**src/rtl/fetch_queue.sv**
```systemverilog
// fetch_queue: PC generator feeding a circular instruction queue, with redirect flush.
module fetch_queue #(
  parameter int XLEN = 32,
  parameter int DEPTH = 4,
  parameter logic [XLEN-1:0] RESET_PC = '0
) (
  input  logic                       clk,
  input  logic                       rst,
  output logic [XLEN-1:0]            imem_addr,
  input  logic [XLEN-1:0]            imem_data,
  input  logic                       redirect_valid,
  input  logic [XLEN-1:0]            redirect_pc,
  output logic                       out_valid,
  input  logic                       out_ready,
  output logic [XLEN-1:0]            out_instr,
  output logic [XLEN-1:0]            out_pc,
  output logic [XLEN-1:0]            out_pc_plus4,
  output logic [$clog2(DEPTH+1)-1:0] count
);
  localparam int AW = $clog2(DEPTH);
  localparam int CW = $clog2(DEPTH + 1);
  logic [XLEN-1:0] pc;
  logic [XLEN-1:0] pc_mem [DEPTH];
  logic [XLEN-1:0] instr_mem [DEPTH];
  logic [AW-1:0] head, tail;
  logic pop, push;
  assign imem_addr = pc;
  assign out_valid = (count != '0) && !redirect_valid;
  assign pop = out_valid && out_ready;
  // A full queue may still accept a fetch when the head leaves in the same cycle.
  assign push = !redirect_valid && ((count < CW'(DEPTH)) || pop);
  assign out_instr = instr_mem[head];
  assign out_pc = pc_mem[head];
  assign out_pc_plus4 = pc_mem[head] + XLEN'(4);
  always_ff @(posedge clk or posedge rst) begin
    if (rst) begin
      pc <= RESET_PC;
      count <= '0;
      head <= '0;
      tail <= '0;
    end else if (redirect_valid) begin
      pc <= {redirect_pc[XLEN-1:2], 2'b00};
      count <= '0;
      head <= '0;
      tail <= '0;
    end else begin
      if (push) begin
        pc <= pc + XLEN'(4);
        tail <= tail + AW'(1);
      end
      if (pop) head <= head + AW'(1);
      count <= count + CW'(push) - CW'(pop);
    end
  end
  always_ff @(posedge clk) begin
    if (push) begin
      pc_mem[tail] <= pc;
      instr_mem[tail] <= imem_data;
    end
  end
endmodule

```
**config.mk**
```make
export PLATFORM = sky130hd
export DESIGN_NAME = fetch_queue
export DESIGN_NICKNAME = d
export VERILOG_FILES = /design/src/rtl/fetch_queue.sv
export SDC_FILE = /design/constraint.sdc
export NUM_CORES = 1
export LEC_CHECK = 0
export CORE_UTILIZATION = 38
export DETAILED_ROUTE_END_ITERATION = 6
export GPL_TIMING_DRIVEN = 0
export HOLD_SLACK_MARGIN = 0.15
export SLEW_MARGIN = 0
export SYNTH_ARGS = -nofsm -noshare
export SYNTH_HDL_FRONTEND = slang
export SYNTH_SLANG_ARGS = --single-unit
```
**constraint.sdc**
```tcl
create_clock -name clk -period 4.21 [get_ports clk]
set_clock_uncertainty 0.2 [all_clocks]
set_input_delay 0.421 -clock clk [delete_from_list [all_inputs] [get_ports clk]]
set_output_delay 0.421 -clock clk [all_outputs]
set_load 0.01 [all_outputs]
```
==> results by group <==
Yosys
  – Post-synth EDFFs: 248
  – Yosys warns: 0
  – Commonest cells in the synthesized netlist: edfxtp_1 (248), mux4_2 (54), nand2_1 (47)
  – Register area share after synthesis: 70.5%
  – Netlist cell types: 46
  – Yosys reg bits: 285
  – Ys flop type: edfxtp_1
  – Syn avg cell area: 17.7 um2
  – Top-area cell type share of the netlist area: 62.7%
  – Most common cell in the netlist: edfxtp_1
  – Yosys top cell by area: edfxtp_1
  – Mapped Cells: 671
  – Synthesized cell area: 0.0119 mm2
  – Synth top area cells: edfxtp_1 (63%), mux4_2 (10%), dfrtp_1 (7.8%)
  – Post-synth ARST share: 13.0%

Worst setup path
  – CP endpoint kind: output pin
  – Critical path's largest stage delay: 0.56 ns
  – Crit path max fanout: 10
  – Critical path class: flip-flop to output pin
  – Worst setup SP type: flip-flop
  – Crit path cell chain: buf_6 -> mux4_2 -> nand3_2 -> or4_4 -> buf_6 -> nor4_2 -> xor2_1 -> clkdlybuf4s50_1
  – Slowest-stage cell, CP: or4_4
  – Most used cell, CP: buf_6
  – Req. time, crit path: 3.59 ns
  – Worst Path Arrival: 3.44 ns

Clock network
  – Worst-skew pair later-pin latency: 0.55 ns
  – Max H-tree Level: 1
  – TritonCTS Buffers: 30
  – Clk sinks: 285
  – Root buf cell: clkbuf_16
  – Clk buf depth: 3
  – CTS tree: done
  – Clock Pin Slew Worst Setup and Hold Paths: 0.06 ns

Routing
  – 1st-iter DRT viols: 350
  – # DRC: 0
  – Drt wl/cell: 20.7 um
  – Routed wire length: 27400 um
  – Antenna viol nets, final: 0
  – Via count: 6747
  – Routed vias/inst: 5.09
  – Drt pass-1 iters: 4

Final layout
  – Fin cells: 1325
  – Share of cells above drive strength 1: 15.4%
  – Final core utilization: 50.2%
  – Number of antenna diodes: 0
  – Layout area overhead: 29.7%
  – Finished Cell Area: 0.0154 mm2
  – Final Net Count: 985

Timing
  – Slew @ Worst Pin: 0.873 ns
  – Slew Viols, Final: 0
  – Final setup viols: 0
  – Slew HR: 41.3%
  – RSZ-0062 raised after global routing: false
  – Fmax: 0.246 GHz
  – Final Cycle Share: 96.5%
  – Tmin final: 4.06 ns
  – Setup slack after layout: 0.148 ns
  – Final Hold Vio Count: 0

Global route
  – GRT busiest layer: met2
  – Largest net degree at the start of global routing: 46
  – Met2 GRT Util: 29.9%
  – First-pass GRT wire length: 41100 um
  – Remaining global-route overflow: 0
  – Met1 Resource Use GR: 23.3%
  – Total GRT Usage: 17.4%
  – Initial antenna violation count: 1
  – Grt met3 use: 2.69%
  – Number of global-route vias before repair: 6861

Die
  – Die ar.: 0.0320 mm2
  – Core ar.: 0.0307 mm2
  – Starting Density: 38.7%
  – Row cnt: 64
  – IO Pins: 200
  – Die H: 179 um
  – Die span in x: 179 um

Status
  – Outcome: complete, no violations

Power and ir drop
  – Leak: 5.23 nW
  – Power per cell area: 565 mW/mm2
  – VDD IR max: 0.278 mV
  – Final Power: 0.00871 W

Placed design
  – GP Congestion: 0.839
  – HPWL Detailed: 18200 um
  – Worst slack, placed: 0.313 ns
  – Placed cell count: 1268
  – # port buffers: 191
  – Placed cell area: 0.0144 mm2

Hold path
  – HP Class: input port to flip-flop

Job
  – Max-Cap Viols: 0
## flip-flops by register name (all words and copies together) (netlist names)
| signal | flops |
|---|---|
| head | 2 |
| pc_mem | 120 |
| instr_mem | 128 |
| tail | 2 |
| count | 3 |
| imem_addr | 30 |
## cell families (layout without fill, tap and decap cells)
logic type	after synthesis	in the layout	synth area share, %
compound gates	30	30	1.52
other cells	1	6	0.0316
fa+ha+maj	9	9	1.01
mux	64	64	12.2
buf+inv	57	310	2.81
flops	285	285	70.5
simple gates	170	170	7.87
xor+xnor	55	55	4.06
## per-layer routing
layer  part of all wire [%]  wire length, um
met5                  0.047               13
met4                    1.5              416
met3                    5.0             1360
met2                     50            13800
met1                     43            11800
## repair_timing
item	CTS	global route
gates cloned	0	0
setup buffers	0	3
hold buffers	1	0
resized for setup	3	7
setup endpoints to repair	12	7
hold endpoints to repair	37	0
## path summary, 6_finish.rpt
| check | cells after the start | end | start | slack, ns |
|---|---|---|---|---|
| max | 8 | out_pc_plus4[31] | head[0] | 0.15 |
| min | 3 | imem_addr[6] | redirect_pc[6] | 0.23 |
| max reg2reg | 12 | count[2] | count[2] | 0.92 |
| min reg2reg | 0 | pc_mem[0][6] | imem_addr[6] | 0.41 |
| max in group asynchronous | 4 | imem_addr[11] | rst | 3.03 |
| min in group asynchronous | 4 | count[1] | rst | 0.56 |
## stage by stage
| step | setup TNS (ns) | hold WS (ns) |
|---|---|---|
| after floorplan | 0 | 0.320 |
| after global placement | -370.07 | 0.391 |
| after detailed placement | 0 | 0.399 |
| after CTS | 0 | 0.216 |
| after global routing | 0 | 0.250 |
| final | 0 | 0.231 |
## worst max-delay path: cells and delay by family (launching register included)
family	cells	cell delay (ns)
XOR/XNOR	1	0.17
buffers and inverters	3	0.89
flip-flops	1	0.38
multiplexers	1	0.44
AND/OR/NAND/NOR	3	1.01
## layout make-up
class	count	area [um2]
buffer	36	255
clock buffer	43	831
clock inverter	10	70.1
fill	2600	15300
inverter	21	78.8
multi-input combinational	334	3210
sequential	285	8370
tap	396	495
timing repair buffer	200	2080
## where the power goes
part / switching (W) / internal [W]
Combinational: 0.00125 / 0.00143
Sequential: 0.000153 / 0.00344
Clock: 0.00101 / 0.00142
Total: 0.00241 / 0.00629
## placed cells by master, fill, tap and decap left out, types with 9 or more instances in the layout
cell type | Yosys | layout
edfxtp_1 | 248 | 248
clkdlybuf4s50_1 | 0 | 186
mux4_2 | 54 | 55
nand2_1 | 47 | 47
dfrtp_1 | 37 | 37
clkbuf_16 | 0 | 31
xnor2_1 | 28 | 28
xor2_1 | 27 | 27
clkbuf_1 | 15 | 26
nor2_1 | 24 | 24
nand3_1 | 22 | 22
o21ai_0 | 21 | 21
nand4_1 | 19 | 19
inv_1 | 20 | 19
buf_4 | 8 | 11
and3_1 | 9 | 9
Power figures use the tool's default switching activity.
